### src/rtl/spi_pkg.sv
// Shared SPI definitions for the slave (and the matching master).
// Contents: FSM state type and default word width / synchronizer depth.
package spi_pkg;

  localparam int unsigned SPI_DATA_W      = 8;
  localparam int unsigned SPI_SYNC_STAGES = 2;

  typedef enum logic {
    StIdle,
    StShift
  } spi_state_e;

endpackage

### src/rtl/spi_slave_if.sv
// Local-side word interface of the SPI slave.
// Signals:
//   tx_data/tx_valid  -> slave : next word to transmit
//   tx_ready          <- slave : holding register empty
//   rx_data/rx_valid  <- slave : received word and one-cycle strobe
//   busy              <- slave : frame in progress
//   tx_underrun       <- slave : word started with empty holding register
// Modports: slave (the SPI slave), master (the local logic driving it).
interface spi_slave_if
  import spi_pkg::*;
#(
  parameter int unsigned DATA_W = SPI_DATA_W
);

  logic [DATA_W-1:0] tx_data;
  logic              tx_valid;
  logic              tx_ready;
  logic [DATA_W-1:0] rx_data;
  logic              rx_valid;
  logic              busy;
  logic              tx_underrun;

  modport slave (
    input  tx_data,
    input  tx_valid,
    output tx_ready,
    output rx_data,
    output rx_valid,
    output busy,
    output tx_underrun
  );

  modport master (
    output tx_data,
    output tx_valid,
    input  tx_ready,
    input  rx_data,
    input  rx_valid,
    input  busy,
    input  tx_underrun
  );

endinterface

### src/rtl/spi_sync_edge.sv
// Multi-flop synchronizer for an asynchronous input plus edge detector.
// Ports:
//   clk, rst_n : system clock, async active-low reset
//   i_async    : asynchronous input
//   o_level    : synchronized level
//   o_rise     : one-cycle pulse on synchronized 0->1
//   o_fall     : one-cycle pulse on synchronized 1->0
// RESET_VAL sets the idle level so no false edge is seen out of reset.
module spi_sync_edge #(
  parameter int unsigned STAGES    = 2,
  parameter bit          RESET_VAL = 1'b0
) (
  input  logic clk,
  input  logic rst_n,
  input  logic i_async,
  output logic o_level,
  output logic o_rise,
  output logic o_fall
);

  logic [STAGES-1:0] r_sync;
  logic              r_prev;

  always_ff @(posedge clk or negedge rst_n) begin
    if (!rst_n) begin
      r_sync <= {STAGES{RESET_VAL}};
      r_prev <= RESET_VAL;
    end else begin
      r_sync <= {r_sync[STAGES-2:0], i_async};
      r_prev <= r_sync[STAGES-1];
    end
  end

  assign o_level = r_sync[STAGES-1];
  assign o_rise  = r_sync[STAGES-1] & ~r_prev;
  assign o_fall  = ~r_sync[STAGES-1] & r_prev;

endmodule

### src/rtl/spi_slave.sv
// SPI mode-0 (CPOL=0, CPHA=0) slave, oversampled on the system clock.
// Ports:
//   clk, rst_n        : system clock, async active-low reset
//   i_sclk/i_ss_n/i_mosi : asynchronous SPI bus inputs
//   o_miso, o_miso_oe : serial output and tristate enable (1 while selected)
//   bus (slave)       : TX holding handshake, RX word strobe, busy, underrun
// Build option: define SPI_SLAVE_LSB_FIRST_EN for LSB-first bit order in both
// directions; otherwise words are shifted MSB first.
// sclk high/low phases must each last at least SYNC_STAGES+2 clk cycles.
module spi_slave
  import spi_pkg::*;
#(
  parameter int unsigned DATA_W      = SPI_DATA_W,
  parameter int unsigned SYNC_STAGES = SPI_SYNC_STAGES
) (
  input  logic       clk,
  input  logic       rst_n,
  input  logic       i_sclk,
  input  logic       i_ss_n,
  input  logic       i_mosi,
  output logic       o_miso,
  output logic       o_miso_oe,
  spi_slave_if.slave bus
);

  localparam int unsigned CNT_W = $clog2(DATA_W);

  logic w_sclk_level, w_sclk_rise, w_sclk_fall;
  logic w_ss_level, w_ss_rise, w_ss_fall;
  logic w_mosi, w_mosi_rise, w_mosi_fall;

  spi_sync_edge #(.STAGES(SYNC_STAGES), .RESET_VAL(1'b0)) u_sync_sclk (
    .clk    (clk),
    .rst_n  (rst_n),
    .i_async(i_sclk),
    .o_level(w_sclk_level),
    .o_rise (w_sclk_rise),
    .o_fall (w_sclk_fall)
  );

  spi_sync_edge #(.STAGES(SYNC_STAGES), .RESET_VAL(1'b1)) u_sync_ss (
    .clk    (clk),
    .rst_n  (rst_n),
    .i_async(i_ss_n),
    .o_level(w_ss_level),
    .o_rise (w_ss_rise),
    .o_fall (w_ss_fall)
  );

  spi_sync_edge #(.STAGES(SYNC_STAGES), .RESET_VAL(1'b0)) u_sync_mosi (
    .clk    (clk),
    .rst_n  (rst_n),
    .i_async(i_mosi),
    .o_level(w_mosi),
    .o_rise (w_mosi_rise),
    .o_fall (w_mosi_fall)
  );

  spi_state_e        r_state, w_state_next;
  logic [DATA_W-1:0] r_tx_shift, r_rx_shift, r_hold, r_rx_data;
  logic [CNT_W-1:0]  r_bit_cnt;
  logic              r_hold_full, r_rx_valid, r_underrun;

  logic              w_word_start, w_tx_shift_en, w_rx_sample, w_frame_end;
  logic              w_busy, w_tx_bit, w_accept;
  logic [DATA_W-1:0] w_tx_shifted, w_rx_next;
  logic              w_unused;

`ifdef SPI_SLAVE_LSB_FIRST_EN
  assign w_tx_bit     = r_tx_shift[0];
  assign w_tx_shifted = {1'b0, r_tx_shift[DATA_W-1:1]};
  assign w_rx_next    = {w_mosi, r_rx_shift[DATA_W-1:1]};
  assign w_unused     = ^{w_sclk_level, w_ss_level, w_mosi_rise, w_mosi_fall, r_rx_shift[0]};
`else
  assign w_tx_bit     = r_tx_shift[DATA_W-1];
  assign w_tx_shifted = {r_tx_shift[DATA_W-2:0], 1'b0};
  assign w_rx_next    = {r_rx_shift[DATA_W-2:0], w_mosi};
  assign w_unused     = ^{w_sclk_level, w_ss_level, w_mosi_rise, w_mosi_fall,
                          r_rx_shift[DATA_W-1]};
`endif

  // FSM state register
  always_ff @(posedge clk or negedge rst_n) begin
    if (!rst_n) begin
      r_state <= StIdle;
    end else begin
      r_state <= w_state_next;
    end
  end

  // FSM next state
  always_comb begin
    w_state_next = r_state;
    unique case (r_state)
      StIdle:  if (w_ss_fall) w_state_next = StShift;
      StShift: if (w_ss_rise) w_state_next = StIdle;
      default: w_state_next = StIdle;
    endcase
  end

  // FSM outputs and datapath controls
  always_comb begin
    w_word_start  = 1'b0;
    w_tx_shift_en = 1'b0;
    w_rx_sample   = 1'b0;
    w_frame_end   = 1'b0;
    w_busy        = 1'b0;
    unique case (r_state)
      StIdle: begin
        w_word_start = w_ss_fall;
      end
      StShift: begin
        w_busy = 1'b1;
        // ss_n rising wins over any sclk edge seen in the same cycle
        if (w_ss_rise) begin
          w_frame_end = 1'b1;
        end else begin
          w_rx_sample = w_sclk_rise;
          // bit_cnt is 0 only after a completed word: that fall starts the next one
          if (w_sclk_fall) begin
            if (r_bit_cnt == '0) w_word_start  = 1'b1;
            else                 w_tx_shift_en = 1'b1;
          end
        end
      end
      default: ;
    endcase
  end

  assign w_accept = bus.tx_valid & ~r_hold_full;

  // TX holding register; an accept coinciding with a word start bypasses it
  always_ff @(posedge clk or negedge rst_n) begin
    if (!rst_n) begin
      r_hold      <= '0;
      r_hold_full <= 1'b0;
    end else if (w_accept && !w_word_start) begin
      r_hold      <= bus.tx_data;
      r_hold_full <= 1'b1;
    end else if (w_word_start && r_hold_full) begin
      r_hold_full <= 1'b0;
    end
  end

  // Shift registers, bit counter and RX word
  always_ff @(posedge clk or negedge rst_n) begin
    if (!rst_n) begin
      r_tx_shift <= '0;
      r_rx_shift <= '0;
      r_bit_cnt  <= '0;
      r_rx_data  <= '0;
      r_rx_valid <= 1'b0;
      r_underrun <= 1'b0;
    end else begin
      r_rx_valid <= 1'b0;
      r_underrun <= 1'b0;

      if (w_word_start) begin
        r_tx_shift <= r_hold_full ? r_hold : (w_accept ? bus.tx_data : '0);
        r_underrun <= ~r_hold_full & ~w_accept;
      end else if (w_tx_shift_en) begin
        r_tx_shift <= w_tx_shifted;
      end else if (w_frame_end) begin
        r_tx_shift <= '0;
      end

      if (w_rx_sample) begin
        r_rx_shift <= w_rx_next;
        if (r_bit_cnt == CNT_W'(DATA_W - 1)) begin
          r_bit_cnt  <= '0;
          r_rx_data  <= w_rx_next;
          r_rx_valid <= 1'b1;
        end else begin
          r_bit_cnt <= r_bit_cnt + 1'b1;
        end
      end else if (w_frame_end) begin
        r_rx_shift <= '0;
        r_bit_cnt  <= '0;
      end
    end
  end

  assign o_miso          = w_busy & w_tx_bit;
  assign o_miso_oe       = w_busy;
  assign bus.busy        = w_busy;
  assign bus.tx_ready    = ~r_hold_full;
  assign bus.rx_data     = r_rx_data;
  assign bus.rx_valid    = r_rx_valid;
  assign bus.tx_underrun = r_underrun;

endmodule

### src/flat_wrapper.sv
// flat-port wrapper written by rule: the top's interface ports become plain ports
module spi_slave_flat import spi_pkg::*;
#(
  parameter int unsigned DATA_W      = SPI_DATA_W,
  parameter int unsigned SYNC_STAGES = SPI_SYNC_STAGES
)
  (clk, rst_n, i_sclk, i_ss_n, i_mosi, o_miso, o_miso_oe, bus_tx_data, bus_tx_valid, bus_tx_ready, bus_rx_data, bus_rx_valid, bus_busy, bus_tx_underrun);
  spi_slave_if #(.DATA_W(DATA_W)) bus_i ();
  input  logic clk;
  input  logic rst_n;
  input  logic i_sclk;
  input  logic i_ss_n;
  input  logic i_mosi;
  output logic o_miso;
  output logic o_miso_oe;
  input wire logic [$bits(bus_i.tx_data)-1:0] bus_tx_data;
  input wire logic [$bits(bus_i.tx_valid)-1:0] bus_tx_valid;
  output wire logic [$bits(bus_i.tx_ready)-1:0] bus_tx_ready;
  output wire logic [$bits(bus_i.rx_data)-1:0] bus_rx_data;
  output wire logic [$bits(bus_i.rx_valid)-1:0] bus_rx_valid;
  output wire logic [$bits(bus_i.busy)-1:0] bus_busy;
  output wire logic [$bits(bus_i.tx_underrun)-1:0] bus_tx_underrun;
  assign bus_i.tx_data = bus_tx_data;
  assign bus_i.tx_valid = bus_tx_valid;
  assign bus_tx_ready = bus_i.tx_ready;
  assign bus_rx_data = bus_i.rx_data;
  assign bus_rx_valid = bus_i.rx_valid;
  assign bus_busy = bus_i.busy;
  assign bus_tx_underrun = bus_i.tx_underrun;
  spi_slave #(.DATA_W(DATA_W), .SYNC_STAGES(SYNC_STAGES)) u_core (.clk(clk), .rst_n(rst_n), .i_sclk(i_sclk), .i_ss_n(i_ss_n), .i_mosi(i_mosi), .o_miso(o_miso), .o_miso_oe(o_miso_oe), .bus(bus_i));
endmodule
### config.mk
export PLATFORM = sky130hd
export DESIGN_NAME = spi_slave_flat
export DESIGN_NICKNAME = d
export VERILOG_FILES = /design/src/rtl/spi_pkg.sv /design/src/rtl/spi_slave_if.sv /design/src/rtl/spi_sync_edge.sv /design/src/rtl/spi_slave.sv /design/src/flat_wrapper.sv
export SDC_FILE = /design/constraint.sdc
export NUM_CORES = 1
export LEC_CHECK = 0
export ABC_AREA = 0
export CORE_ASPECT_RATIO = 0.5
export CORE_MARGIN = 10
export CORE_UTILIZATION = 48
export CTS_BUF_LIST = sky130_fd_sc_hd__clkbuf_4 sky130_fd_sc_hd__clkbuf_8 sky130_fd_sc_hd__clkbuf_16
export CTS_CLUSTER_DIAMETER = 30
export DETAILED_ROUTE_END_ITERATION = 8
export PLACE_DENSITY = 0.86
export SYNTH_ARGS = -nofsm -noshare
export SYNTH_HDL_FRONTEND = slang
export SYNTH_SLANG_ARGS = --single-unit
### constraint.sdc
create_clock -name clk -period 1.5 [get_ports clk]
set_input_delay 0.3 -clock clk [delete_from_list [all_inputs] [get_ports clk]]
set_output_delay 0.3 -clock clk [all_outputs]
set_load 0.005 [all_outputs]
### After elaboration in Yosys (flattened, before gate mapping)

Index checks and enable logic that the tools add are counted.

| word-level totals | value |
|---|---|
| flip-flop bits (word level) | 46 |
| logic and storage cells | 68 |

| cells by class | value |
|---|---|
| $add $sub $neg | 1 |
| eq/ne operators | 1 |
| muxes and demuxes | 30 |
| bitwise logic cells | 14 |
| reductions and logical operators | 8 |

Operators with widths:

| cell | count |
|---|---|
| 2-to-1 mux 8 bit | 5 |
| 2-to-1 mux 1 bit | 19 |
| 2-to-1 mux 3 bit | 3 |
| AND 1 bit | 7 |
| 2-to-1 mux 7 bit | 1 |
| inverter 1 bit | 7 |
| one-hot mux 1 bit (2 select lines) | 2 |
| nonzero test 2 bit | 2 |
| adder 3 x 1 -> 3 bit (second input constant) | 1 |
| equality test 3 bit (second input constant) | 1 |
| zero test 3 bit | 1 |
| nonzero test 3 bit | 1 |
| logical AND 1 bit | 2 |
| AND reduction 2 bit | 1 |
| zero test 1 bit | 1 |

### Depth between registers and ports, before layout

Gate-level depths: netlist (run 1).

| logic depth | value |
|---|---|
| depth after elaboration | 8 |
| gate-level depth with buffers | 6 |
| mapped depth without buffers | 6 |

### Modules after synthesis

Synthesis (run 1) repeated with hierarchy kept, for this count alone.

| unflattened totals | value |
|---|---|
| cell total of the unflattened synthesis | 161 |
| area, all modules | 2037.0 sq um |

Modules (own cells, without submodules):

| module | times used | cells an instance | area each (sq um) |
|---|---|---|---|
| spi_slave | 1 | 146 | 1762.9 |
| spi_sync_edge at u_core.u_sync_mosi ... | 2 | 5 | 90.1 |
| spi_sync_edge at u_core.u_sync_ss | 1 | 5 | 93.8 |

### Worst setup path after synthesis (run 1)

No wires, ideal clock.

| timing | value |
|---|---|
| path type | flip-flop to flip-flop |
| start | register u_core.u_sync_ss.r_prev |
| end | register u_core.r_hold[0] |
| setup time | 0.125 ns |
| data arrival time | 1.360 ns |
| required time | 1.375 ns |
| setup slack | 0.016 ns |
| cell stages (with the launch flop) | 4 |
| buffers on the path | 0 |
| path through | dfstp_2 > nor3b_1 > nand3b_4 > mux2_2 |

| between the ends | value |
|---|---|
| word-level cells in the longest chain between the ends | 6 |
| elaborated cells between the ends (all ways) | 7 |

RTL lines:

| element | RTL line | RTL |
|---|---|---|
| start: declaration | spi_sync_edge.sv:22 | `logic r_prev;` |
| start signal: assignment | spi_sync_edge.sv:30 | `r_prev <= r_sync[STAGES-1];` |
| inverter 1 bit | spi_sync_edge.sv:35 | `assign o_rise = r_sync[STAGES-1] & ~r_prev;` |
| AND 1 bit | spi_sync_edge.sv:35 |  |
| 2-to-1 mux 1 bit | spi_slave.sv:115 | `if (w_ss_rise) begin` |
| one-hot mux 1 bit (2 select lines) * | spi_slave.sv:108 | `unique case (r_state)` |
| zero test 1 bit * | spi_slave.sv:137 | `end else if (w_accept && !w_word_start) begin` |
| logical AND 1 bit * | spi_slave.sv:137 |  |
| end signal: assignment | spi_slave.sv:138 | `r_hold <= bus.tx_data;` |
| end: declaration | spi_slave.sv:60 | `logic [DATA_W-1:0] r_tx_shift, r_rx_shift, r_hold, r_rx_data;` |

Every way passes the cells marked *; elsewhere a longest branch is shown, timed or not.
A chain may end at the register's enable or synchronous reset.

### Final worst setup path (run 1)

| timing | value |
|---|---|
| start | register u_core.u_sync_ss.r_prev |
| end | register u_core.r_rx_data[1], in the netlist u_core.bus.rx_data[1] |

| between the ends | value |
|---|---|
| word-level cells in the longest chain between the ends | 5 |

RTL lines:

| element | RTL line | RTL |
|---|---|---|
| inverter 1 bit | spi_sync_edge.sv:35 |  |
| AND 1 bit | spi_sync_edge.sv:35 |  |
| 2-to-1 mux 1 bit | spi_slave.sv:115 |  |
| 2-to-1 mux 1 bit | spi_slave.sv:108 |  |
| AND reduction 2 bit (no line) | -- |  |
| end signal: assignment | spi_slave.sv:171 | `r_rx_data <= w_rx_next;` |
| end: declaration | spi_slave.sv:60 |  |

No other way between the ends.

==> impl_metrics.yaml, run 1 <==
final_layout:
  design_area_final_um2: 2666
  drive_gt1_share_pct: 32.86
  filler_cell_count: 260
  antenna-diode-count: 0
  multiInputGateArea_um2: 800.8
  finish.cell_count_without_fillers: 267
  final_net_count: 229
  layout_area_growth_over_synthesis_pct: 37.04
  seq_area_um2: 1155
  fin_util_pct: 68.30
power:
  power.density_nw_per_um2: 1217
  irDropWorstVdd_v: 0.0004757
  p_leak_nw: 1.338
synth:
  netlist_area_pre_place_um2: 1946
  synth_cells: 160
  synth_top_cell_by_area: "sky130_fd_sc_hd__dfrtp_1"
  synth_nets: 177
  synthTopCellsByArea: "sky130_fd_sc_hd__dfrtp_1, sky130_fd_sc_hd__mux2_4, sky130_fd_sc_hd__mux2_2"
  ys_seq_area_share_pct: 59.36
  ys.warnings.count: 0
  synth_area_per_cell_um2: 12.16
  postSynthRegisterBits: 46
  synth.top_cell.area_share_pct: 55.31
  synth.lib_cells_used.distinct: 30
global_routing:
  grt_start_max_net_pins: 27
  grt_pass1_wl_mm: 6.837
  initial_antenna_violation_count: 0
  first_global_vias: 1465
  globalRoute.totalOverflow: 0
  grt_usage_pct: 11.88
sta:
  report.final.hold_viol_count: 0
  setup_viol: 19
  post-route-period-util_pct: 105.3
  max_freq_mhz: 633.3
  hold_ws_ns: 0.3498
  unrepaired_setup_endpoints_after_global_routing: "true"
  worst_slack_ns: -0.07906
  period_minus_slack_ns: 1.579
  finalSetupTns_ns: -1.000
  timing_max_transition_violations_final: 0
  worst_pin_slew_ns: 0.5512
  relSlewSlack_pct: 63.26
  fin_skew_ns: 0.01015
route:
  drt-vias-per-instance: 5.221
  avgRoutedWirePerCell_um: 14.93
  ant_nets: 0
  drt_wl_total_mm: 3.987
  vias: 1394
  first_drt_pass_iteration_count: 4
  drc: 0
  initialDrtViolationCount: 46
critical_path:
  critical_path_depth: 4
  cpPeakStageDelay_ns: 0.60
  timing.critical_path.fanout_max: 5
  reg2reg_slack_ns: -0.08
  end_kind: "register"
  setup.worst_path.start_class: "register"
  worstSetupPathType: "register to register"
  timing.critical_path.arrival_ns: 1.77
  reg2reg_depth: 4
  cpLargestDelayFamily: "flip-flops"
  crit_path_cell_trace: "nor2b_2 > nor3_4 > nand2_2 > mux2_4"
  timing.critical_path.required_ns: 1.69
  crit_slowest_cell: "sky130_fd_sc_hd__dfstp_2"
  worst-path-buf-inv: 0
place:
  post_dp_cell_area_um2: 2382
  buffer_ports.inserted: 27
  place_hpwl_mm: 2.741
  place.detailed.instances: 251
  gpl.final_weighted_congestion: 0.8063
min_path:
  min_path_type: "register to register"
  worst_hold_path.num_cells: 0
clock_tree:
  cts-buffers-inserted: 5
  cts-htree-levels: 2
  cts.reportedPaths.clkPinSlew_ns: 0.08
  clock_insertion_delay_worst_skew_ns: 0.30
  cts_num_sinks: 46
  clock-root-buffer: "sky130_fd_sc_hd__clkbuf_8"
  cts_tree: "built"
  clock_path_buffers: 2
status:
  violations_in_the_final_reports: "setup timing"
  run_status: "finished with violations"
job:
  maxCapViolations: 0
floorplanning:
  die_h_um: 65.02
  fp.dieArea_um2: 7154
  start_util_pct: 49.84
  row_count: 16
  io_pins: 28
  core-area_um2: 3904
  chip_width_um: 110.0
[final cells by class]
type | count | share of cell area (%)
sequential | 46 | 43.31
multi-input combinational | 93 | 30.03
timing repair buffer | 51 | 17.74
clock buffer | 6 | 2.863
tap | 54 | 2.534
inverter | 15 | 2.112
clock inverter | 2 | 1.408
[routing by layer]
metal,vias up,track usage [%],part of all wire (%)
met2,24,19.93,49
li1,657,-,-
met5,-,0,0
met4,0,4.355,1.6
met3,9,3.254,4.0
met1,704,14.30,46
[registers in the layout, summed over array words and instances (netlist names)]
register and flops:
u_core.bus.rx_data 8, u_core.bus.rx_valid 1, u_core.bus.tx_underrun 1, u_core.r_bit_cnt 3, u_core.r_hold 8, u_core.r_hold_full 1, u_core.r_rx_shift 7, u_core.r_state 1
u_core.r_tx_shift 8, u_core.u_sync_mosi.r_sync 2, u_core.u_sync_sclk.r_prev 1, u_core.u_sync_sclk.r_sync 2, u_core.u_sync_ss.r_prev 1, u_core.u_sync_ss.r_sync 2
[through the flow]
stage               worst slack, ns  total power, mW
finish                     -0.07906            3.245
global route                -0.1375            3.410
CTS                        -0.06464            3.166
detailed placement          -0.1516            2.194
global placement            -0.1246            2.156
floorplan                   0.01567            1.929
[synthesized netlist by cell type]
cell type and n:
sky130_fd_sc_hd__buf_4 1, sky130_fd_sc_hd__o21ai_0 17, sky130_fd_sc_hd__nor3b_1 1, sky130_fd_sc_hd__dfrtp_1 43, sky130_fd_sc_hd__a22oi_1 7, sky130_fd_sc_hd__ha_1 3, sky130_fd_sc_hd__nand3b_1 1, sky130_fd_sc_hd__nand2_1 21
sky130_fd_sc_hd__clkbuf_1 1, sky130_fd_sc_hd__o22ai_1 1, sky130_fd_sc_hd__nor2b_1 2, sky130_fd_sc_hd__dfstp_2 3, sky130_fd_sc_hd__clkbuf_2 1, sky130_fd_sc_hd__a22o_1 2, sky130_fd_sc_hd__inv_1 15, sky130_fd_sc_hd__a221oi_1 7
sky130_fd_sc_hd__o21ai_1 1, sky130_fd_sc_hd__maj3_1 1, sky130_fd_sc_hd__nor2_1 3, sky130_fd_sc_hd__and2_1 2, sky130_fd_sc_hd__mux2_2 8, sky130_fd_sc_hd__o2111ai_2 1, sky130_fd_sc_hd__mux2_4 8, sky130_fd_sc_hd__and3b_1 1
sky130_fd_sc_hd__buf_2 4, sky130_fd_sc_hd__nand3b_4 1, sky130_fd_sc_hd__nand2b_1 1, sky130_fd_sc_hd__nand2_4 1, sky130_fd_sc_hd__nor3_4 1, sky130_fd_sc_hd__a21oi_1 1
[path summary, 6_finish.rpt]
path,from,to
setup / recovery,u_core.u_sync_ss.r_prev,u_core.bus.rx_data[1]
hold / removal,u_core.u_sync_sclk.r_sync[0],u_core.u_sync_sclk.r_sync[1]
setup reg to reg,u_core.u_sync_ss.r_prev,u_core.bus.rx_data[1]
hold reg to reg,u_core.u_sync_sclk.r_sync[0],u_core.u_sync_sclk.r_sync[1]
max in group asynchronous,rst_n,u_core.r_bit_cnt[0]
min in group asynchronous,rst_n,u_core.r_state
[power breakdown]
group	internal, mW	total (mW)	switching (mW)
registers	1.45	1.58	0.126
clock network	0.515	0.927	0.412
logic	0.425	0.741	0.316
total	2.39	3.24	0.854
[placed cells by master, fill, tap and decap left out, drive strengths merged, types with 2 or more instances in the layout]
cell,synthesis,final
dfrtp,43,43
buf,5,24
nand2,22,23
clkdlybuf4s50,0,18
o21ai,18,18
mux2,16,16
inv,15,15
a22oi,7,7
a221oi,7,7
clkbuf,2,7
dlymetal6s2s,0,4
nor2,3,3
dlygate4sd2,0,3
dfstp,3,3
ha,3,3
and2,2,2
a22o,2,2
nor2b,2,2
nand3b,2,2
[timing repair]
item,CTS,global route
setup endpoints to repair,28,40
gates resized for setup,16,20
pin swaps,3,2
gates cloned,1,0
buffers inserted,5,1
hold endpoints to repair,17,0
hold buffers,1,0
[logic make-up after synthesis]
| logic type | Yosys count | synth area share (%) |
|---|---|---|
| muxes | 16 | 10.80 |
| buffers and inverters | 22 | 4.758 |
| DFF | 46 | 59.36 |
| and+or+nand+nor | 35 | 9.904 |
| adders and majority gates | 4 | 2.444 |
| AOI/OAI and AO/OA | 37 | 12.73 |
(Power assumes the default switching activity.)
==> run 2: changes to the inputs <==
- RECOVER_POWER: default -> 25
==> run 2 against run 1 <==
Effect of this change: non-clock buffer count unchanged; highest routed layer unchanged; critical path type unchanged; flip-flop and latch count unchanged; clock-buffer cell count unchanged; clock power about the same; clock skew about the same; final area down 0.14%; sequential share of layout area up 0.061 points; the run still ends with setup timing left; first-iteration DRC count down 2.2%; core utilization down 0.096 points.
==> impl_metrics.yaml, run 2 (synthesized netlist as in run 1, its figures left out) <==
route:
  ant_nets: 0
  wl_met1_mm: 1.817
  avgRoutedWirePerCell_um: 14.91
  drt-vias-per-instance: 5.221
  initialDrtViolationCount: 45
  vias: 1394
  met3_routed_length_um: 159
  maxUsedRoutingLayer: "met4"
  drt_wl_total_mm: 3.982
  first_drt_pass_iteration_count: 4
  dr_wl_met2_mm: 1.941
  drc: 0
final_layout:
  commonest_cells_after_routing_fill_and_taps_aside: "sky130_fd_sc_hd__dfrtp_1, sky130_fd_sc_hd__nand2_1, sky130_fd_sc_hd__buf_4, sky130_fd_sc_hd__o21ai_0, sky130_fd_sc_hd__mux2_4"
  antenna-diode-count: 0
  design_area_final_um2: 2663
  fin_util_pct: 68.21
  final_net_count: 229
  drive_gt1_share_pct: 32.39
  layout_area_growth_over_synthesis_pct: 36.85
  filler_cell_count: 262
  layout.cells.most_common: "sky130_fd_sc_hd__dfrtp_1"
floorplanning:
  die_h_um: 65.02
  start_util_pct: 49.84
  chip_width_um: 110.0
  fp.dieArea_um2: 7154
  io_pins: 28
  row_count: 16
  core-area_um2: 3904
power:
  internal-power_mw: 2.388
  irDropWorstVdd_v: 0.0004756
  netSwitchingPower_uw: 853.6
  p_leak_nw: 1.335
  power.sequential.fraction_pct: 48.6
  power.switching_fraction_pct: 26.33
  power.share.combinational_pct: 22.8
  share_clk_of_total_power_pct: 28.6
  power.density_nw_per_um2: 1218
global_routing:
  globalRoute.totalOverflow: 0
  initial_antenna_violation_count: 0
  first_global_vias: 1465
  grt_start_max_net_pins: 27
  grt_pass1_wl_mm: 6.837
  grt_usage_pct: 11.88
sta:
  worst_slack_ns: -0.07890
  timing_max_transition_violations_final: 0
  max_freq_mhz: 633.4
  report.final.hold_viol_count: 0
  period_minus_slack_ns: 1.579
  unrepaired_setup_endpoints_after_global_routing: "true"
  worst_pin_slew_ns: 0.5512
  post-route-period-util_pct: 105.3
  fin_skew_ns: 0.01026
  relSlewSlack_pct: 63.26
  setup_viol: 19
clock_tree:
  clock_path_buffers: 2
  cts.reportedPaths.clkPinSlew_ns: 0.08
  cts_num_sinks: 46
  cts-htree-levels: 2
  cts_tree: "built"
  clock_insertion_delay_worst_skew_ns: 0.30
  cts-buffers-inserted: 5
  clock-root-buffer: "sky130_fd_sc_hd__clkbuf_8"
job:
  maxCapViolations: 0
place:
  gpl.final_weighted_congestion: 0.8063
  place_hpwl_mm: 2.741
  buffer_ports.inserted: 27
  post_dp_cell_area_um2: 2382
status:
  run_status: "finished with violations"
  violations_in_the_final_reports: "setup timing"
critical_path:
  crit-reg2reg-launch: "u_core.u_sync_ss.r_prev"
  end_kind: "register"
  timing.critical_path.fanout_max: 5
  worstSetupPathType: "register to register"
  timing.critical_path.required_ns: 1.69
  timing.critical_path.arrival_ns: 1.77
  reg2reg_slack_ns: -0.08
  crit-reg2reg-capture: "u_core.bus.rx_data[1]"
  setup.worst_path.start_class: "register"
  reg2reg_depth: 4
min_path:
  min_from: "u_core.u_sync_sclk.r_sync[0]"
  min_path_type: "register to register"
  worst_hold_path.num_cells: 0
  hold_worst_path_end: "u_core.u_sync_sclk.r_sync[1]"
[run 2: cell count changes in the layout (fill, tap and decap cells not counted)]
cell                              previous run  this run
sky130_fd_sc_hd__clkbuf_1                    0         1
sky130_fd_sc_hd__buf_4                      19        18
sky130_fd_sc_hd__clkdlybuf4s50_1            18        15
sky130_fd_sc_hd__dlygate4sd3_1               1         4
[run 2: critical path, cell delays in order, from the launching register on]
cell and delay [ns]:
sky130_fd_sc_hd__dfstp_2 0.60, sky130_fd_sc_hd__nor2b_2 0.07, sky130_fd_sc_hd__nor3_4 0.28, sky130_fd_sc_hd__nand2_2 0.18
sky130_fd_sc_hd__mux2_4 0.33
[run 2: worst max path at each step]
stage	start	to	slack (ns)	cells after the start
final	u_core.u_sync_ss.r_prev	u_core.bus.rx_data[1]	-0.08	4
after global routing	u_core.u_sync_ss.r_prev	u_core.bus.rx_data[2]	-0.14	4
after CTS	u_core.r_state	u_core.r_hold[5]	-0.06	6
after detailed placement	bus_tx_valid	u_core.r_hold[5]	-0.15	5
after global placement	bus_tx_valid	u_core.r_hold[3]	-0.12	5
after floorplan	u_core.u_sync_ss.r_prev	u_core.r_hold[0]	0.02	3
[run 2: layer usage]
| metal | GRT usage, % | vias up |
|---|---|---|
| met1 | 14.30 | 704 |
| met2 | 19.93 | 24 |
| li1 | - | 657 |
| met4 | 4.355 | 0 |
| met3 | 3.254 | 9 |
| met5 | 0 | - |
[run 2: power groups by stage]
stage                     combinational, mW  clock, mW  sequential (mW)
after CTS                             0.661      0.943             1.56
after detailed placement              0.607          0             1.59
after global routing                  0.810      0.991             1.61
after global placement                0.580          0             1.58
final                                 0.738      0.927             1.58
after floorplan                       0.369          0             1.56
[run 2: final cells by class]
cell class | count | area (um^2) | area share [%]
Tap cell | 54 | 67.56 | 2.538
Inverter | 15 | 56.30 | 2.115
Multi-Input combinational cell | 93 | 800.8 | 30.08
Timing Repair Buffer | 51 | 469.2 | 17.62
Clock buffer | 6 | 76.32 | 2.867
Clock inverter | 2 | 37.54 | 1.410
Sequential cell | 46 | 1155 | 43.37
[run 2: through the flow]
stage / hold WS [ns] / TNS [ns] / worst slack (ns) / power, mW / cells
after floorplan: 0.004409 / 0 / 0.01567 / 1.929 / 160
after global placement: 0.2811 / -1.287 / -0.1246 / 2.156 / 251
after detailed placement: 0.2932 / -1.895 / -0.1516 / 2.194 / 251
after CTS: 0.3531 / -0.7287 / -0.06464 / 3.166 / 266
after global routing: 0.3609 / -2.498 / -0.1375 / 3.407 / 267
final: 0.3498 / -0.9987 / -0.07890 / 3.242 / 267
[run 2: timing repair]
| action | in CTS | in global routing |
|---|---|---|
| setup buffers | 5 | 1 |
| gates resized for setup | 16 | 20 |
| hold buffers | 1 | 0 |
| endpoints found under the setup margin | 28 | 40 |
| cloned | 1 | 0 |
| pin swaps | 3 | 2 |
| endpoints found under the hold margin | 17 | 0 |
